$ cat src/rtl/regfile_wr_arb.sv
// Register-file write-port arbiter: pipeline writeback has priority, debug writes queue in a FIFO.
// Define REGARB_STARVE_EN to add the starvation counter and STALL state that raise stall_req_o.
module regfile_wr_arb #(
   parameter int FIFO_DEPTH   = 2,
   parameter int STARVE_LIMIT = 8
) (
   input  logic                          clk_i,
   input  logic                          reset_i,
   input  logic                          wb_we_i,
   input  logic [4:0]                    wb_wr_i,
   input  logic [31:0]                   wb_wd_i,
   input  logic                          dbg_valid_i,
   output logic                          dbg_ready_o,
   input  logic [4:0]                    dbg_wr_i,
   input  logic [31:0]                   dbg_wd_i,
   output logic                          rf_we_o,
   output logic [4:0]                    rf_wr_o,
   output logic [31:0]                   rf_wd_o,
   output logic [$clog2(FIFO_DEPTH):0]   dbg_cnt_o,
   output logic                          stall_req_o
);
   localparam int AW = $clog2(FIFO_DEPTH);
   localparam int CW = AW + 1;
   localparam logic [1:0] S_IDLE  = 2'd0;
   localparam logic [1:0] S_DRAIN = 2'd1;

   logic [4:0]    r_fifo_wr [FIFO_DEPTH];
   logic [31:0]   r_fifo_wd [FIFO_DEPTH];
   logic [AW-1:0] r_wptr, r_rptr;
   logic [CW-1:0] r_cnt, w_cnt_nxt;
   logic [1:0]    r_state, w_state_nxt;
   logic          w_busy, w_ready, w_push, w_nempty, w_discard, w_issue, w_pop;
   logic [4:0]    w_head_wr;
   logic [31:0]   w_head_wd;

   assign w_busy    = wb_we_i && (wb_wr_i != 5'd0);
   assign w_ready   = (r_cnt < CW'(FIFO_DEPTH));
   assign w_push    = dbg_valid_i && w_ready;
   assign w_nempty  = (r_cnt != '0);
   assign w_head_wr = r_fifo_wr[r_rptr];
   assign w_head_wd = r_fifo_wd[r_rptr];
   // x0 entries are dropped regardless of slot usage; real entries wait for a free slot
   assign w_discard = w_nempty && (w_head_wr == 5'd0);
   assign w_issue   = w_nempty && (w_head_wr != 5'd0) && !w_busy;
   assign w_pop     = w_discard || w_issue;
   assign w_cnt_nxt = r_cnt + CW'(w_push) - CW'(w_pop);

   assign dbg_ready_o = w_ready;
   assign dbg_cnt_o   = r_cnt;

   always_ff @(posedge clk_i) begin
      if (w_push) begin
         r_fifo_wr[r_wptr] <= dbg_wr_i;
         r_fifo_wd[r_wptr] <= dbg_wd_i;
      end
   end

   always_ff @(posedge clk_i or posedge reset_i) begin
      if (reset_i) begin
         r_wptr <= '0;
         r_rptr <= '0;
         r_cnt  <= '0;
      end else begin
         if (w_push) r_wptr <= r_wptr + 1'b1;
         if (w_pop)  r_rptr <= r_rptr + 1'b1;
         r_cnt <= w_cnt_nxt;
      end
   end

   always_ff @(posedge clk_i or posedge reset_i) begin
      if (reset_i) begin
         rf_we_o <= 1'b0;
         rf_wr_o <= '0;
         rf_wd_o <= '0;
      end else if (w_busy) begin
         rf_we_o <= 1'b1;
         rf_wr_o <= wb_wr_i;
         rf_wd_o <= wb_wd_i;
      end else if (w_issue) begin
         rf_we_o <= 1'b1;
         rf_wr_o <= w_head_wr;
         rf_wd_o <= w_head_wd;
      end else begin
         rf_we_o <= 1'b0;
      end
   end

`ifdef REGARB_STARVE_EN
   localparam logic [1:0] S_STALL = 2'd2;
   localparam logic [7:0] LIM     = 8'(STARVE_LIMIT);

   logic [7:0] r_wait, w_wait_nxt;
   logic       r_stall, w_blocked;

   assign w_blocked = w_nempty && (w_head_wr != 5'd0) && w_busy;

   always_comb begin
      w_wait_nxt = r_wait;
      if (r_state == S_IDLE || w_issue) w_wait_nxt = '0;
      else if (w_blocked && r_wait != LIM) w_wait_nxt = r_wait + 8'd1;
   end

   always_comb begin
      w_state_nxt = r_state;
      case (r_state)
         S_IDLE:  if (w_push) w_state_nxt = S_DRAIN;
         S_DRAIN: begin
            if (w_cnt_nxt == '0)        w_state_nxt = S_IDLE;
            else if (w_wait_nxt == LIM) w_state_nxt = S_STALL;
         end
         S_STALL: begin
            if (w_cnt_nxt == '0) w_state_nxt = S_IDLE;
            else if (w_issue)    w_state_nxt = S_DRAIN;
         end
         default: w_state_nxt = S_IDLE;
      endcase
   end

   always_ff @(posedge clk_i or posedge reset_i) begin
      if (reset_i) begin
         r_wait  <= '0;
         r_stall <= 1'b0;
      end else begin
         r_wait  <= w_wait_nxt;
         r_stall <= (w_state_nxt == S_STALL);
      end
   end

   assign stall_req_o = r_stall;
`else
   logic [7:0] w_unused_lim;
   assign w_unused_lim = 8'(STARVE_LIMIT);

   always_comb begin
      w_state_nxt = r_state;
      case (r_state)
         S_IDLE:  if (w_push) w_state_nxt = S_DRAIN;
         S_DRAIN: if (w_cnt_nxt == '0) w_state_nxt = S_IDLE;
         default: w_state_nxt = S_IDLE;
      endcase
   end

   assign stall_req_o = 1'b0;
`endif

   always_ff @(posedge clk_i or posedge reset_i) begin
      if (reset_i) r_state <= S_IDLE;
      else         r_state <= w_state_nxt;
   end
endmodule

$ cat config.mk
export PLATFORM = sky130hd
export DESIGN_NAME = regfile_wr_arb
export DESIGN_NICKNAME = d
export VERILOG_FILES = /design/src/rtl/regfile_wr_arb.sv
export SDC_FILE = /design/constraint.sdc
export NUM_CORES = 1
export LEC_CHECK = 0
export ABC_AREA = 0
export CORE_ASPECT_RATIO = 0.8
export CORE_UTILIZATION = 40
export CTS_BUF_LIST = sky130_fd_sc_hd__clkbuf_4 sky130_fd_sc_hd__clkbuf_8
export CTS_CLUSTER_DIAMETER = 60
export CTS_CLUSTER_SIZE = 10
export DETAILED_ROUTE_END_ITERATION = 10
export HOLD_SLACK_MARGIN = 0.05
export PLACE_DENSITY = 0.77
export SYNTH_ARGS = -nofsm -noshare
export SYNTH_HDL_FRONTEND = slang
export SYNTH_SLANG_ARGS = --single-unit
$ cat constraint.sdc
create_clock -name clk_i -period 6 [get_ports clk_i]
set_clock_uncertainty 0.15 [all_clocks]
set_input_delay 0.9 -clock clk_i [delete_from_list [all_inputs] [get_ports clk_i]]
set_output_delay 0.9 -clock clk_i [all_outputs]
set_load 0.03 [all_outputs]
Word level (Yosys, flattened, before mapping)

Memories as Yosys holds them, arrays and structs flattened.
Cells that the tools add are included.

Bits in registers: 42
Bits in latches: 0
Memory bits (writable): 74
ROM bits: 0
Input port bits: 78
Logic and storage cells: 33
Memories kept: 2

$add $sub $neg: 4
Multiply operators: 0
Divide/modulo/power cells: 0
Order comparisons: 1
Eq/ne operators: 0
Shift operators: 0
Muxes and demuxes: 8
Bitwise gates (word level): 0
Reduce and logical (&&, ||, !) cells: 12

Memories:

| name      | depth | bits a word | rd ports | clocked after memory_dff | wr ports | RTL line | source |
|---|---|---|---|---|---|---|---|
| r_fifo_wd | 2     | 32          | 1        | 0                        | 1        | 28       | `logic [31:0] r_fifo_wd [FIFO_DEPTH];` |
| r_fifo_wr | 2     | 5           | 1        | 0                        | 1        | 27       | `logic [4:0] r_fifo_wr [FIFO_DEPTH];` |

Operators with widths:

| cell                  | number |
|---|---|
| $mux W32              | 2 |
| $mux W5               | 2 |
| $reduce_bool A5 Y1    | 2 |
| $logic_and A1 B1 Y1   | 5 |
| $logic_not A5 Y1      | 1 |
| $mux W1               | 4 |
| $reduce_bool A2 Y1    | 2 |
| $add A1 B1 Y1 const B | 2 |
| $add A2 B1 Y2         | 1 |
| $lt A2 B2 Y1 const B  | 1 |
| $sub A2 B1 Y2         | 1 |
| $logic_not A1 Y1      | 1 |
| $logic_or A1 B1 Y1    | 1 |

Depth between registers and ports, before layout

Word-level depth: 6
Depth in mapped cells: 9
Gate-level depth less buffers: 8

Least setup slack after synthesis

OpenSTA, ideal clock, no wires.

Path kind: input-to-reg
Start point: input port dbg_valid_i
End point: memory r_fifo_wd[0][0], enable pin
Library setup time: 0.431 ns
Data arrival time: 2.576 ns
Required time: 5.419 ns
Setup slack: 2.843 ns
Stages on the path: 2
Buffers on the path: 0
Path through: nand2_1 -> nor2_1

Longest elaborated chain between the ends: 3

Ends and longest elaborated chain:

| item                          | RTL line | source |
|---|---|---|
| start: declaration            | 12       | `input logic dbg_valid_i,` |
| $logic_and A1 B1 Y1           | 38       | `assign w_push = dbg_valid_i && w_ready;` |
| $mux W1                       | 52       | `if (w_push) begin` |
| $mux W1 (implied by the code) | 54       | `r_fifo_wd[r_wptr] <= dbg_wd_i;` |
| end: declaration              | 28       |  |

Every way passes these cells.

Worst setup path after layout

Start point: input port wb_wr_i[3]
End point: register rf_wd_o[13]

Longest elaborated chain between the ends: 5
Elaborated cells on any way between the ends: 6

Ends and longest elaborated chain:

| item                         | RTL line | source |
|---|---|---|
| start: declaration           | 10       | `input logic [4:0] wb_wr_i,` |
| $reduce_bool A5 Y1 (*)       | 36       | `assign w_busy = wb_we_i && (wb_wr_i != 5'd0);` |
| $logic_and A1 B1 Y1 (*)      | 36       |  |
| $logic_not A1 Y1             | 44       | `assign w_issue = w_nempty && (w_head_wr != 5'd0) && !w_busy;` |
| $logic_and A1 B1 Y1          | 44       |  |
| $reduce_bool A2 Y1 (no line) | --       |  |
| end signal: assignment       | 78       | `rf_wd_o <= wb_wd_i;` |
| end signal: assignment       | 82       | `rf_wd_o <= w_head_wd;` |
| end: declaration             | 18       | `output logic [31:0] rf_wd_o,` |

Every way passes the cells marked *; elsewhere a longest branch is shown, timed or not.
A chain may end at the register's enable or synchronous reset.

==> results.json <==
{
  "status": "finished with violations",
  "syn_to_final_growth_pct": 38.1,
  "synth_top_area_share_pct": 46.0,
  "period_minus_slack_ns": 3.38,
  "maxCapViolCount": 0,
  "ant_nets": 0,
  "crit_fanout": 31,
  "tns_ns": 0,
  "grt_usage_pct": 16.5,
  "synth_edf_count": 74,
  "cts_inserted_buffers": 17,
  "fp.dieH_um": 100,
  "start_util_pct": 41.5,
  "hold_path_startpoint": "rf_wd_o[1]",
  "wirelength_um": 9630,
  "p_seq_share_pct": 38.6,
  "netlist_area_um2": 4830,
  "grt-ovfl-total": 0,
  "num_rows": 35,
  "finalWorstSetupSlack_ns": 2.62,
  "min_path_cells": 1,
  "path_cells": "clkdlybuf4s50_1, or4_4, o21ai_4, o21ai_4, buf_4, mux2_4",
  "die_area_um2": 12500,
  "cp.arrival_ns": 3.53,
  "worst_pin_slew_ns": 1.01,
  "worst_path_max_delay_cell": "o21ai_4",
  "yosysTopAreaCell": "edfxtp_1",
  "antenna_found_initial": 0,
  "drt_iter0_drc": 113,
  "fin_crit_sh_pct": 56.3,
  "synthTopCellsByCount": "mux2_2 (82), edfxtp_1 (74), dfrtp_1 (42)",
  "achievable-frequency_mhz": 296,
  "h-tree-depth": 4,
  "grt_max_degree": 43,
  "cts_tree": "yes",
  "multi_input_area_um2": 1490,
  "port_buffers": 118,
  "core-area_um2": 11600,
  "async_flop_share_pct": 36.2,
  "fillers": 902,
  "syn_nets": 349,
  "irDropWorstVdd_mv": 0.253,
  "io_pins": 120,
  "diodes": 0,
  "post_cts_resized": 0,
  "cts_root_buf": "clkbuf_8",
  "failed_checks": "design-rule violations",
  "finalNetCount": 476,
  "synth_ff_type": "edfxtp_1",
  "first_pass_iters": 7,
  "cp-start-kind": "primary input",
  "max_stage_delay_ns": 0.62,
  "cts_hold_buf": 0,
  "slew_headroom_pct": 32.8,
  "rsz0062_at_grt": "no",
  "die_x_um": 125,
  "drc": 18,
  "clk_path_buf_depth": 2,
  "hpwlAfterDp_um": 6220,
  "setup_viol": 0,
  "ys_ff_latch": 116,
  "p_leak_nw": 2.53,
  "drive_above_1_share_pct": 35.0,
  "yosysWarnings": 0,
  "ys_seq_area_share_pct": 67.7,
  "switchingPower_uw": 993,
  "grt_pass1_wl_um": 15300,
  "startpoint": "wb_wr_i[3]",
  "synth_cell_types": 28,
  "clkTransAtPathRegs_ns": 0.08,
  "hold_path.class": "flop to flop",
  "cts_setup_buffers": 0,
  "swShare_pct": 30.8,
  "dpl_worst_slack_ns": 2.17,
  "crit_type": "primary input to flop",
  "power_frac_clock_pct": 28.1,
  "post_drt_wl_per_cell_um": 17.3,
  "reg2regPathDepth": 5,
  "p_int_mw": 2.23,
  "slew_viol_final": 0,
  "clk_latency_ns": 0.41,
  "power_density_nw_per_um2": 483,
  "cpMostUsedCell": "o21ai_4",
  "r2r-start": "r_rptr",
  "combPwrFrac_pct": 33.3,
  "place_congestion": 0.708,
  "cts_sinks": 116,
  "hold_viol_final": 0,
  "yosys-top-cells-area": "edfxtp_1 (46%), dfrtp_1 (22%), mux2_2 (19%), mux2_4 (5.9%), mux2i_1 (1.0%)",
  "endpoint_kind": "flop",
  "vias_per_cell": 4.84,
  "grt_pass1_vias": 2994,
  "regArea_um2": 3270,
  "worstPathRequired_ns": 6.15,
  "syn-instance-count": 269,
  "yosysMostFrequentCell": "mux2_2",
  "via_count": 2696,
  "syn_avg_cell_area_um2": 18.0
}
power groups by stage:
stage | sequential, mW | clock, mW | combinational (mW)
after floorplan | 1.42 | 0 | 0.509
after global placement | 1.25 | 0 | 1.06
after detailed placement | 1.26 | 0 | 1.08
after CTS | 1.25 | 0.929 | 1.09
after global routing | 1.28 | 0.967 | 1.14
final | 1.25 | 0.908 | 1.07
path summary, 6_finish.rpt:
check	to	slack, ns
max	rf_wd_o[13]	2.62
min	rf_wd_o[1]	0.36
max reg2reg	rf_wr_o[4]	2.93
min reg2reg	rf_wd_o[1]	0.36
max in group asynchronous	r_rptr	4.17
min in group asynchronous	rf_wd_o[22]	0.87
cell type report:
type / count / share of cell area [%]
flip-flops and latches: 116 / 49.0
multi-input cells: 137 / 22.3
repair buffers: 121 / 18.0
clock inverters: 15 / 4.18
clock buffers: 17 / 3.50
well taps: 148 / 2.77
inverters: 3 / 0.169
cells by family after synthesis:
logic type / share of synthesized area (%)
simple gates: 1.55
fa+ha+maj: 0.518
xor+xnor: 0.725
mux: 26.0
buf+inv: 1.81
compound gates: 1.55
flops: 67.7
other cells: 0.0776
state kept, by name (all words and copies together) (netlist names):
signal     count
rf_wd_o       32
r_wptr         1
rf_we_o        1
dbg_cnt_o      2
r_fifo_wr     10
r_rptr         1
r_fifo_wd     64
rf_wr_o        5
through the flow:
step / power (mW) / util [%] / std cells / hold WS [ns] / area, um2
after CTS: 3.27 / 57.3 / 557 / 0.364 / 6680
after detailed placement: 2.35 / 52.9 / 525 / 0.348 / 6160
final: 3.23 / 57.3 / 557 / 0.361 / 6680
after global routing: 3.38 / 57.3 / 557 / 0.381 / 6680
after global placement: 2.32 / 52.9 / 525 / 0.345 / 6160
after floorplan: 1.93 / - / 269 / 0.311 / 4830
cell usage in the layout (no fill, tap or decap), types with 2 or more instances in the layout:
| cell type | Yosys | routed |
|---|---|---|
| mux2_2 | 82 | 82 |
| edfxtp_1 | 74 | 74 |
| mux2i_1 | 5 | 5 |
| clkinv_4 | 0 | 6 |
| o21ai_4 | 1 | 2 |
| mux2_4 | 19 | 19 |
| o22a_1 | 2 | 2 |
| dfrtp_1 | 42 | 41 |
| ha_1 | 2 | 2 |
| buf_4 | 2 | 3 |
| bufinv_16 | 0 | 7 |
| clkbuf_8 | 0 | 17 |
| clkdlybuf4s50_1 | 0 | 118 |
| nand2_1 | 6 | 6 |
| inv_1 | 3 | 2 |
| o21ai_0 | 5 | 5 |
| xnor2_1 | 3 | 3 |
worst max-delay path: cells and delay by family:
kind,cells,cell delay [ns]
and+or+nand+nor,1,0.56
buffers and inverters,2,0.78
muxes,1,0.37
AOI/OAI and AO/OA,2,0.86
metal layers:
layer / wire length [um] / share of wire (%) / GRT usage (%) / up-vias
met4: 51 / 0.53 / 5.53 / 0
li1: - / - / - / 1275
met2: 4870 / 51 / 28.4 / 85
met1: 4110 / 43 / 19.1 / 1331
met3: 601 / 6.2 / 6.24 / 5
met5: 0 / 0 / 0 / -
Power figures use the tool's default switching activity.
